`src/rtl/cpu_pkg.sv`:
```
// Shared types and constants for the operand fetch stage.
// Contents: reg_addr_t (5-bit register index), word_t (XLEN-wide datum),
//           REG_ZERO (hardwired zero register), NUM_REGS (register count).
package cpu_pkg;
    localparam int XLEN     = 32;
    localparam int NUM_REGS = 32;

    typedef logic [4:0]      reg_addr_t;
    typedef logic [XLEN-1:0] word_t;

    localparam reg_addr_t REG_ZERO = 5'd0;
endpackage

```
`src/rtl/operand_fetch_stage_if.sv`:
```
// Handshake bundles around the operand fetch stage.
//   operand_fetch_id_if : decode -> fetch stage (id_valid/id_ready + decoded fields)
//     master = decode side, slave = operand_fetch_stage
//   operand_fetch_ex_if : fetch stage -> execute (ex_valid/ex_ready + operands)
//     master = operand_fetch_stage, slave = execute side
interface operand_fetch_id_if #(parameter int PAYLOAD_W = 32);
    import cpu_pkg::*;
    logic                 id_valid;
    logic                 id_ready;
    reg_addr_t            id_rs1;
    reg_addr_t            id_rs2;
    logic                 id_use_rs1;
    logic                 id_use_rs2;
    reg_addr_t            id_rd;
    logic                 id_rd_we;
    logic [PAYLOAD_W-1:0] id_payload;

    modport master (output id_valid, id_rs1, id_rs2, id_use_rs1, id_use_rs2,
                           id_rd, id_rd_we, id_payload,
                    input  id_ready);
    modport slave  (input  id_valid, id_rs1, id_rs2, id_use_rs1, id_use_rs2,
                           id_rd, id_rd_we, id_payload,
                    output id_ready);
endinterface

interface operand_fetch_ex_if #(parameter int XLEN = 32, parameter int PAYLOAD_W = 32);
    import cpu_pkg::*;
    logic                 ex_valid;
    logic                 ex_ready;
    logic [XLEN-1:0]      ex_rs1_data;
    logic [XLEN-1:0]      ex_rs2_data;
    reg_addr_t            ex_rd;
    logic                 ex_rd_we;
    logic [PAYLOAD_W-1:0] ex_payload;

    modport master (output ex_valid, ex_rs1_data, ex_rs2_data, ex_rd, ex_rd_we, ex_payload,
                    input  ex_ready);
    modport slave  (input  ex_valid, ex_rs1_data, ex_rs2_data, ex_rd, ex_rd_we, ex_payload,
                    output ex_ready);
endinterface

```
`src/rtl/operand_fetch_stage_scoreboard.sv`:
```
// Pending-write scoreboard: one bit per architectural register, set when a
// writer issues and cleared on writeback (or when a flushed writer is killed).
// Ports: clk/rst; set_en_i/set_addr_i (issue), clr_en_i/clr_addr_i (writeback),
//        fclr_en_i/fclr_addr_i (flush kill); chk1/chk2 read-check ports;
//        pending_o full vector.
module operand_scoreboard
    import cpu_pkg::*;
(
    input  logic                clk,
    input  logic                rst,
    input  logic                set_en_i,
    input  reg_addr_t           set_addr_i,
    input  logic                clr_en_i,
    input  reg_addr_t           clr_addr_i,
    input  logic                fclr_en_i,
    input  reg_addr_t           fclr_addr_i,
    input  reg_addr_t           chk1_addr_i,
    output logic                chk1_pend_o,
    input  reg_addr_t           chk2_addr_i,
    output logic                chk2_pend_o,
    output logic [NUM_REGS-1:0] pending_o
);
    logic [NUM_REGS-1:0] pending_q, pending_d;

    // Clears first, set last: a new writer issuing in the same cycle as the
    // previous writer's writeback must leave the register pending.
    always_comb begin
        pending_d = pending_q;
        if (clr_en_i)  pending_d[clr_addr_i]  = 1'b0;
        if (fclr_en_i) pending_d[fclr_addr_i] = 1'b0;
        if (set_en_i)  pending_d[set_addr_i]  = 1'b1;
        pending_d[REG_ZERO] = 1'b0;
    end

    always_ff @(posedge clk or posedge rst) begin
        if (rst) pending_q <= '0;
        else     pending_q <= pending_d;
    end

    assign chk1_pend_o = pending_q[chk1_addr_i];
    assign chk2_pend_o = pending_q[chk2_addr_i];
    assign pending_o   = pending_q;
endmodule

```
`src/rtl/operand_fetch_stage.sv`:
```
// Operand fetch / issue stage: reads the register file, merges writeback
// bypass, stalls RAW/WAW hazards against the pending-write scoreboard and
// registers the result into a valid/ready execute slot (1-cycle latency).
// Ports: clk, reset (async, active high), flush; id (decode handshake, slave);
//        ex (execute slot, master); rf_read_address1/2, rf_read_data1/2;
//        wb_wren/wb_address/wb_data writeback.
// Config: OPERAND_FETCH_BYPASS_EN defined enables the writeback bypass;
//         undefined, a source waiting on a same-cycle writeback stalls one
//         more cycle and reads the register file instead.
module operand_fetch_stage #(
    parameter int XLEN      = 32,
    parameter int PAYLOAD_W = 32
) (
    input  logic                  clk,
    input  logic                  reset,
    input  logic                  flush,
    operand_fetch_id_if.slave     id,
    operand_fetch_ex_if.master    ex,
    output cpu_pkg::reg_addr_t    rf_read_address1,
    output cpu_pkg::reg_addr_t    rf_read_address2,
    input  logic [XLEN-1:0]       rf_read_data1,
    input  logic [XLEN-1:0]       rf_read_data2,
    input  logic                  wb_wren,
    input  cpu_pkg::reg_addr_t    wb_address,
    input  logic [XLEN-1:0]       wb_data
);
    import cpu_pkg::*;

`ifdef OPERAND_FETCH_BYPASS_EN
    localparam bit BYPASS_EN = 1'b1;
`else
    localparam bit BYPASS_EN = 1'b0;
`endif

    logic                 ex_valid_q, ex_valid_d;
    logic [XLEN-1:0]      ex_rs1_q, ex_rs1_d, ex_rs2_q, ex_rs2_d;
    reg_addr_t            ex_rd_q, ex_rd_d;
    logic                 ex_rd_we_q, ex_rd_we_d;
    logic [PAYLOAD_W-1:0] ex_payload_q, ex_payload_d;

    logic                 pend1, pend2;
    logic [NUM_REGS-1:0]  pending;
    logic                 wb_live, byp1, byp2, byp_rd;
    logic                 haz1, haz2, waw, issue;
    logic [XLEN-1:0]      op1, op2;

    assign rf_read_address1 = id.id_rs1;
    assign rf_read_address2 = id.id_rs2;

    // Writebacks to r0 never bypass and never touch the scoreboard.
    assign wb_live = wb_wren & (wb_address != REG_ZERO);
    assign byp1    = BYPASS_EN & wb_live & (wb_address == id.id_rs1);
    assign byp2    = BYPASS_EN & wb_live & (wb_address == id.id_rs2);
    assign byp_rd  = BYPASS_EN & wb_live & (wb_address == id.id_rd);

    assign haz1 = id.id_use_rs1 & (id.id_rs1 != REG_ZERO) & pend1 & ~byp1;
    assign haz2 = id.id_use_rs2 & (id.id_rs2 != REG_ZERO) & pend2 & ~byp2;
    assign waw  = id.id_rd_we & (id.id_rd != REG_ZERO) & pending[id.id_rd] & ~byp_rd;

    assign id.id_ready = (~ex_valid_q | ex.ex_ready) & ~haz1 & ~haz2 & ~waw & ~flush;
    assign issue       = id.id_valid & id.id_ready;

    assign op1 = (id.id_rs1 == REG_ZERO) ? '0 : (byp1 ? wb_data : rf_read_data1);
    assign op2 = (id.id_rs2 == REG_ZERO) ? '0 : (byp2 ? wb_data : rf_read_data2);

    // Killing a writer in the slot releases its destination; writers already
    // handed to execute stay pending until their own writeback.
    operand_scoreboard u_sb (
        .clk         (clk),
        .rst         (reset),
        .set_en_i    (issue & id.id_rd_we & (id.id_rd != REG_ZERO)),
        .set_addr_i  (id.id_rd),
        .clr_en_i    (wb_live),
        .clr_addr_i  (wb_address),
        .fclr_en_i   (flush & ex_valid_q & ex_rd_we_q),
        .fclr_addr_i (ex_rd_q),
        .chk1_addr_i (id.id_rs1),
        .chk1_pend_o (pend1),
        .chk2_addr_i (id.id_rs2),
        .chk2_pend_o (pend2),
        .pending_o   (pending)
    );

    always_comb begin
        ex_valid_d   = ex_valid_q;
        ex_rs1_d     = ex_rs1_q;
        ex_rs2_d     = ex_rs2_q;
        ex_rd_d      = ex_rd_q;
        ex_rd_we_d   = ex_rd_we_q;
        ex_payload_d = ex_payload_q;
        if (issue) begin
            ex_valid_d   = 1'b1;
            ex_rs1_d     = op1;
            ex_rs2_d     = op2;
            ex_rd_d      = id.id_rd;
            ex_rd_we_d   = id.id_rd_we;
            ex_payload_d = id.id_payload;
        end else if (flush | ex.ex_ready) begin
            ex_valid_d   = 1'b0;
        end
    end

    always_ff @(posedge clk or posedge reset) begin
        if (reset) begin
            ex_valid_q   <= 1'b0;
            ex_rs1_q     <= '0;
            ex_rs2_q     <= '0;
            ex_rd_q      <= REG_ZERO;
            ex_rd_we_q   <= 1'b0;
            ex_payload_q <= '0;
        end else begin
            ex_valid_q   <= ex_valid_d;
            ex_rs1_q     <= ex_rs1_d;
            ex_rs2_q     <= ex_rs2_d;
            ex_rd_q      <= ex_rd_d;
            ex_rd_we_q   <= ex_rd_we_d;
            ex_payload_q <= ex_payload_d;
        end
    end

    assign ex.ex_valid    = ex_valid_q;
    assign ex.ex_rs1_data = ex_rs1_q;
    assign ex.ex_rs2_data = ex_rs2_q;
    assign ex.ex_rd       = ex_rd_q;
    assign ex.ex_rd_we    = ex_rd_we_q;
    assign ex.ex_payload  = ex_payload_q;
endmodule

```
`src/flat_wrapper.sv`:
```
// flat-port wrapper written by rule: the top's interface ports become plain ports
module operand_fetch_stage_flat import cpu_pkg::*;
#(
    parameter int XLEN      = 32,
    parameter int PAYLOAD_W = 32
)
  (clk, reset, flush, rf_read_address1, rf_read_address2, rf_read_data1, rf_read_data2, wb_wren, wb_address, wb_data, id_id_valid, id_id_rs1, id_id_rs2, id_id_use_rs1, id_id_use_rs2, id_id_rd, id_id_rd_we, id_id_payload, id_id_ready, ex_ex_valid, ex_ex_rs1_data, ex_ex_rs2_data, ex_ex_rd, ex_ex_rd_we, ex_ex_payload, ex_ex_ready);
  operand_fetch_id_if #(.PAYLOAD_W(PAYLOAD_W)) id_i ();
  operand_fetch_ex_if #(.XLEN(XLEN), .PAYLOAD_W(PAYLOAD_W)) ex_i ();
  input  logic clk;
  input  logic reset;
  input  logic flush;
  output cpu_pkg::reg_addr_t rf_read_address1;
  output cpu_pkg::reg_addr_t rf_read_address2;
  input  logic [XLEN-1:0] rf_read_data1;
  input  logic [XLEN-1:0] rf_read_data2;
  input  logic wb_wren;
  input  cpu_pkg::reg_addr_t wb_address;
  input  logic [XLEN-1:0] wb_data;
  input wire logic [$bits(id_i.id_valid)-1:0] id_id_valid;
  input wire logic [$bits(id_i.id_rs1)-1:0] id_id_rs1;
  input wire logic [$bits(id_i.id_rs2)-1:0] id_id_rs2;
  input wire logic [$bits(id_i.id_use_rs1)-1:0] id_id_use_rs1;
  input wire logic [$bits(id_i.id_use_rs2)-1:0] id_id_use_rs2;
  input wire logic [$bits(id_i.id_rd)-1:0] id_id_rd;
  input wire logic [$bits(id_i.id_rd_we)-1:0] id_id_rd_we;
  input wire logic [$bits(id_i.id_payload)-1:0] id_id_payload;
  output wire logic [$bits(id_i.id_ready)-1:0] id_id_ready;
  output wire logic [$bits(ex_i.ex_valid)-1:0] ex_ex_valid;
  output wire logic [$bits(ex_i.ex_rs1_data)-1:0] ex_ex_rs1_data;
  output wire logic [$bits(ex_i.ex_rs2_data)-1:0] ex_ex_rs2_data;
  output wire logic [$bits(ex_i.ex_rd)-1:0] ex_ex_rd;
  output wire logic [$bits(ex_i.ex_rd_we)-1:0] ex_ex_rd_we;
  output wire logic [$bits(ex_i.ex_payload)-1:0] ex_ex_payload;
  input wire logic [$bits(ex_i.ex_ready)-1:0] ex_ex_ready;
  assign id_i.id_valid = id_id_valid;
  assign id_i.id_rs1 = id_id_rs1;
  assign id_i.id_rs2 = id_id_rs2;
  assign id_i.id_use_rs1 = id_id_use_rs1;
  assign id_i.id_use_rs2 = id_id_use_rs2;
  assign id_i.id_rd = id_id_rd;
  assign id_i.id_rd_we = id_id_rd_we;
  assign id_i.id_payload = id_id_payload;
  assign id_id_ready = id_i.id_ready;
  assign ex_ex_valid = ex_i.ex_valid;
  assign ex_ex_rs1_data = ex_i.ex_rs1_data;
  assign ex_ex_rs2_data = ex_i.ex_rs2_data;
  assign ex_ex_rd = ex_i.ex_rd;
  assign ex_ex_rd_we = ex_i.ex_rd_we;
  assign ex_ex_payload = ex_i.ex_payload;
  assign ex_i.ex_ready = ex_ex_ready;
  operand_fetch_stage #(.XLEN(XLEN), .PAYLOAD_W(PAYLOAD_W)) u_core (.clk(clk), .reset(reset), .flush(flush), .id(id_i), .ex(ex_i), .rf_read_address1(rf_read_address1), .rf_read_address2(rf_read_address2), .rf_read_data1(rf_read_data1), .rf_read_data2(rf_read_data2), .wb_wren(wb_wren), .wb_address(wb_address), .wb_data(wb_data));
endmodule
```
`config.mk`:
```
export PLATFORM = sky130hd
export DESIGN_NAME = operand_fetch_stage_flat
export DESIGN_NICKNAME = d
export VERILOG_FILES = /design/src/rtl/cpu_pkg.sv /design/src/rtl/operand_fetch_stage_if.sv /design/src/rtl/operand_fetch_stage_scoreboard.sv /design/src/rtl/operand_fetch_stage.sv /design/src/flat_wrapper.sv
export SDC_FILE = /design/constraint.sdc
export NUM_CORES = 1
export LEC_CHECK = 0
export BUFFER_PORTS_ARGS = -buffer_cell sky130_fd_sc_hd__buf_2
export CORE_MARGIN = 4
export CORE_UTILIZATION = 53
export DETAILED_ROUTE_END_ITERATION = 8
export PLACE_DENSITY = 0.95
export RECOVER_POWER = 100
export SETUP_SLACK_MARGIN = 0.02
export SLEW_MARGIN = 20
export SYNTH_ARGS = -nofsm -noshare
export SYNTH_HDL_FRONTEND = slang
export SYNTH_HIERARCHICAL = 1
export SYNTH_SLANG_ARGS = --single-unit
```
`constraint.sdc`:
```
create_clock -name clk -period 4.8 [get_ports clk]
set_clock_uncertainty 0.1 [all_clocks]
set_input_delay 0.24 -clock clk [delete_from_list [all_inputs] [get_ports clk]]
set_output_delay 0.24 -clock clk [all_outputs]
set_load 0.03 [all_outputs]
```
; After elaboration in Yosys (flattened, before gate mapping)
; Index checks and enable logic that the tools add are counted.
[word_totals]
register_bits = 134
in_bits = 157
[op_classes]
magnitude_cmp = 8
mux = 19
n_bitwise = 28
reduce_logical = 10
[ops]
columns = op, count
row1 = $mux 32, 5
row2 = $and 32x32->32, 2
row3 = $not 32->32, 2
row4 = $or 32x32->32, 1
row5 = $lt 5x6->1 const B, 5
row6 = $reduce_bool 5->1, 4
row7 = $and 1x1->1, 16
row8 = $bmux 1 s5, 3
row9 = $demux 1 s5, 3
row10 = $ge 5x1->1 const B, 3
row11 = $logic_not 5->1, 2
row12 = $mux 1, 8
row13 = $not 1->1, 5
row14 = $logic_and 1x1->1, 3
row15 = $or 1x1->1, 2
row16 = $reduce_bool 2->1, 1

; Longest topological paths before layout
[depth]
word_depth = 12
ltp_mapped = 14

; Cells and area by module
; The synthesis kept the hierarchy.
[by_module_without_submodules]
columns = module, instances, cells_each, area_each_um2
row1 = operand_fetch_stage, 1, 410, 4799.6
row2 = operand_scoreboard, 1, 239, 2224.6

; Worst setup path after synthesis
; No wires, ideal clock.
[synth_timing]
path_type = input -> register
start = in id_id_rs1[0]
end = reg u_core.u_sb.pending_q[12] (netlist: u_core/u_sb/pending_o[12])
setup_time_ns = 0.083
t_arrival_ns = 3.010
setup_slack_ns = 1.607
cell_stages = 14
cell_sequence = buf_2 mux4_2 nand2b_1 o211ai_1 nand4_1 and2_0 a221oi_1 and4b_1 buf_6 buf_6 and3_1 nor3b_1 inv_1 o21ai_0
[synth_via]
elab_chain_len = 12
[synth_rtl]
columns = item, line
row1 = from (decl), flat_wrapper.sv:21  ; input wire logic [$bits(id_i.id_rs1)-1:0] id_id_rs1;
row2 = $bmux 1 s5, operand_fetch_stage_scoreboard.sv:40  ; assign chk1_pend_o = pending_q[chk1_addr_i];
row3 = $mux 1 (not written as such), operand_fetch_stage_scoreboard.sv:40
row4 = via u_core.pend1, operand_fetch_stage.sv:41  ; logic pend1, pend2;
row5 = $and 1x1->1, operand_fetch_stage.sv:56  ; assign haz1 = id.id_use_rs1 & (id.id_rs1 != REG_ZERO) & pend1 & ~byp1;
row6 = $not 1->1, operand_fetch_stage.sv:60  ; assign id.id_ready = (~ex_valid_q | ex.ex_ready) & ~haz1 & ~haz2 & ~waw & ~flush;
row7 = $and 1x1->1 (4 in series), operand_fetch_stage.sv:60
row8 = $and 1x1->1, operand_fetch_stage.sv:61  ; assign issue = id.id_valid & id.id_ready;
row9 = $and 1x1->1 (2 in series), operand_fetch_stage.sv:71  ; .set_en_i (issue & id.id_rd_we & (id.id_rd != REG_ZERO)),
row10 = $mux 32, operand_fetch_stage_scoreboard.sv:31  ; if (set_en_i) pending_d[set_addr_i] = 1'b1;
row11 = via u_core.u_sb.pending_d[12], operand_fetch_stage_scoreboard.sv:23  ; logic [NUM_REGS-1:0] pending_q, pending_d;
row12 = to (signal assigned), operand_fetch_stage_scoreboard.sv:37  ; else pending_q <= pending_d;
row13 = to (decl), operand_fetch_stage_scoreboard.sv:23
; The timed path passes the listed nets, and every way through them passes these cells. The select of a mux whose other input is x is not followed.
; A chain may end at the register's enable or synchronous reset.

; Worst setup path after layout
[layout_timing]
start = reg u_core.u_sb.pending_q[7] (netlist: u_core/u_sb/pending_o[7])
end = reg u_core.ex_rs2_q[10] (netlist: u_core/ex.ex_rs2_data[10])
[layout_via]
elab_chain_len = 9
[layout_rtl]
columns = item, line
row1 = $bmux 1 s5, operand_fetch_stage_scoreboard.sv:40
row2 = $mux 1 (not written as such), operand_fetch_stage_scoreboard.sv:40
row3 = via u_core.pend1, operand_fetch_stage.sv:41
row4 = $and 1x1->1, operand_fetch_stage.sv:56
row5 = $not 1->1, operand_fetch_stage.sv:60
row6 = $and 1x1->1 (4 in series), operand_fetch_stage.sv:60
row7 = $and 1x1->1, operand_fetch_stage.sv:61
row8 = to (signal assigned), operand_fetch_stage.sv:114  ; ex_rs2_q <= ex_rs2_d;
row9 = to (decl), operand_fetch_stage.sv:36  ; logic [XLEN-1:0] ex_rs1_q, ex_rs1_d, ex_rs2_q, ex_rs2_d;
; The timed path passes the listed nets, and every way through them passes these cells. The select of a mux whose other input is x is not followed.

==> flow_summary.toml <==
[grt]
grt_pass1_vias = 6899
grt_pass1_wl_mm = 38.8
grt_start_max_net_pins = 104
grt_antenna_before_repair = 3
grt_use_total_pct = 34.5
grt-ovfl-total = 0

[synth]
synth_sequential_area_ratio_pct = 47.7
synth.avg_cell_area_sq_um = 10.8
synth_cells = 649
ys_seq_elements = 134
syn_nets = 806
yosys_warnings = 6
synthesis.area_sq_um = 7020
yosysUniqueCellTypes = 47

[setup_path]
worstPathRequired_ns = 4.95
worstSetupPathType = "register to register"
path_cells = "mux4_2 > nand2b_1 > o211ai_1 > nand4_1 > and2_0 > a221oi_1 > and4b_4 > buf_12 > mux2i_1"
critPathSlowestCell = "mux2i_1"
cp_top_family = "multiplexers"
slowest_delay_ns = 0.65
start_kind = "register"
timing.critical_path.buf_inv = 1
worstPathArrival_ns = 3.92
critPathCaptureType = "register"
cp_max_fo = 103

[detailed_routing]
drt-initial-drc-count = 853
firstDrtPassIters = 6
drt_wl_total_mm = 26.5
via_count = 6773
ant_nets = 0
vias_per_cell = 5.91
wl_per_cell_microns = 23.1
drc_errors = 0

[die]
die_area_sq_um = 15200
fp-row-count = 41
ios = 271
die_w_microns = 123
core_area_sq_um = 12800
start_util_pct = 55.0
fp.dieH_microns = 123

[cts]
numCtsBuffers = 17
hold_buffers = 89
clk_latency_ns = 0.42
post_cts_resized = 0
cts_buffer_depth = 2
cts_sinks = 134
cts_tree = "built"
cts-root-buf = "clkbuf_16"
post_cts_buffers = 0
path_clk_slew_ns = 0.07
cts_max_level = 4

[timing]
setup_viol = 0
finalCritPeriodShare_pct = 78.4
finalSetupTns_ns = 0
slew_viol_final = 45
slew_headroom_pct = -30.9
fmax_mhz = 266
max_slew.worst_pin.slew_ns = 1.95
finalHoldViolCount = 0
grt_setup_unrepaired = "false"
min_period_ns = 3.76
hold_slack_ns = 0.0226

[place]
gp_congestion = 0.895
dp_hpwl_mm = 15.4
portBuffers = 238

[pwr]
p_per_area_nw_per_um2 = 454
finalPower_mw = 4.32
power.leakage_nw = 4.45
ir_drop_mv = 0.273

[status]
violations = "capacitance limit, slew limit"
status = "finished, violations left"

[finish]
area_growth_syn_to_layout_pct = 35.3
nets = 1113
final_common_cell = "dfrtp_1"
drive_gt1_share_pct = 21.2
final_cell_mix = "134 x dfrtp_1, 123 x buf_2, 117 x clkbuf_1, 90 x dlygate4sd3_1, 90 x nand2_1"
postLayoutCoreUtil_pct = 74.4

[run]
drv_cap = 1

[hold_path]
min_path_type = "input port to register"
## cells by family after synthesis
family                 count (synthesis)  share of synthesized area, %
AOI/OAI and AO/OA                     84                          8.82
muxes                                138                          22.6
other                                  1                        0.0534
DFF                                  134                          47.7
buffers and inverters                117                          8.37
and+or+nand+nor                      175                          12.4
## through the flow
step,setup slack (ns),cell area [sq um],cells
global route,0.854,9500,1144
finish,1.04,9500,1146
global placement,1.29,8170,1019
floorplan,1.61,7020,649
CTS,1.28,9630,1140
detailed placement,1.17,8170,1019
## power by group
group	internal (mW)	switching (mW)
combinational	0.417	1.01
sequential	1.40	0.243
clock	0.733	0.519
total	2.55	1.77
## cells in the mapped netlist, drive strengths merged
master | n | share of area [%]
o311ai | 1 | 0.12
inv | 73 | 3.9
dfrtp | 134 | 48
clkbuf | 12 | 0.64
and4b | 1 | 0.14
nand3 | 15 | 1.1
mux2i | 88 | 13
nand4b | 1 | 0.12
a22o | 15 | 1.9
a21o | 1 | 0.11
o211ai | 14 | 1.5
nor3 | 5 | 0.36
conb | 1 | 0.053
mux2 | 38 | 6.1
and3 | 6 | 0.53
a211oi | 2 | 0.21
nand2b | 6 | 0.53
nor4b | 1 | 0.12
nand3b | 7 | 0.75
a22oi | 19 | 2.0
o21a | 1 | 0.11
o21ai | 15 | 1.1
nor2b | 4 | 0.36
and3b | 6 | 0.75
a31o | 1 | 0.12
or2 | 4 | 0.36
nor2 | 10 | 0.53
o2bb2ai | 1 | 0.12
o2111ai | 2 | 0.25
buf | 32 | 3.8
a221oi | 2 | 0.34
mux4 | 12 | 4.0
a21oi | 7 | 0.50
o221a | 2 | 0.32
and2 | 2 | 0.18
nand2 | 90 | 4.8
nand4 | 3 | 0.27
nor3b | 12 | 1.3
a221o | 1 | 0.14
or4 | 2 | 0.21
## per-layer routing
metal,vias up,track usage [%],wire [microns]
li1,2876,-,-
met1,3221,38.3,9060
met2,516,55.7,12700
met3,160,11.8,3000
met4,0,23.6,1700
met5,-,0,0
## final timing paths
check	startpoint	end	slack [ns]	cells past startpoint
setup / recovery	u_core/u_sb/pending_o[7]	u_core/ex.ex_rs2_data[10]	1.04	9
hold / removal	rf_read_data2[0]	u_core/ex.ex_rs2_data[0]	0.02	3
setup reg to reg	u_core/u_sb/pending_o[7]	u_core/ex.ex_rs2_data[10]	1.04	9
hold reg to reg	u_core/ex.ex_payload[29]	u_core/ex.ex_payload[29]	0.39	1
max in group asynchronous	reset	u_core/ex.ex_rs2_data[21]	1.63	4
min in group asynchronous	reset	u_core/u_sb/pending_o[1]	0.60	3
## state kept, by name, summed over array words and instances, names as in the netlist
name / cells
u_core/ex.ex_rs1_data: 32
u_core/ex.ex_valid: 1
u_core/ex.ex_payload: 32
u_core/u_sb/pending_o: 31
u_core/ex.ex_rs2_data: 32
u_core/ex.ex_rd_we: 1
u_core/ex.ex_rd: 5
## final cells by class
type,count,area (sq um)
sequential,134,3350
fill,847,3270
multi-input combinational,398,3090
timing repair buffer,332,1990
clock buffer,20,447
inverter,73,275
tap,172,215
clock inverter,12,123
antenna,5,12.5
## worst register-to-register path, stage by stage (launching register included)
cell and delay [ns]:
dfrtp_1 0.41, mux4_2 0.47, nand2b_1 0.15, o211ai_1 0.16, nand4_1 0.14, and2_0 0.19, a221oi_1 0.42, and4b_4 0.33
buf_12 0.50, mux2i_1 0.74
Power figures use the tool's default switching activity.
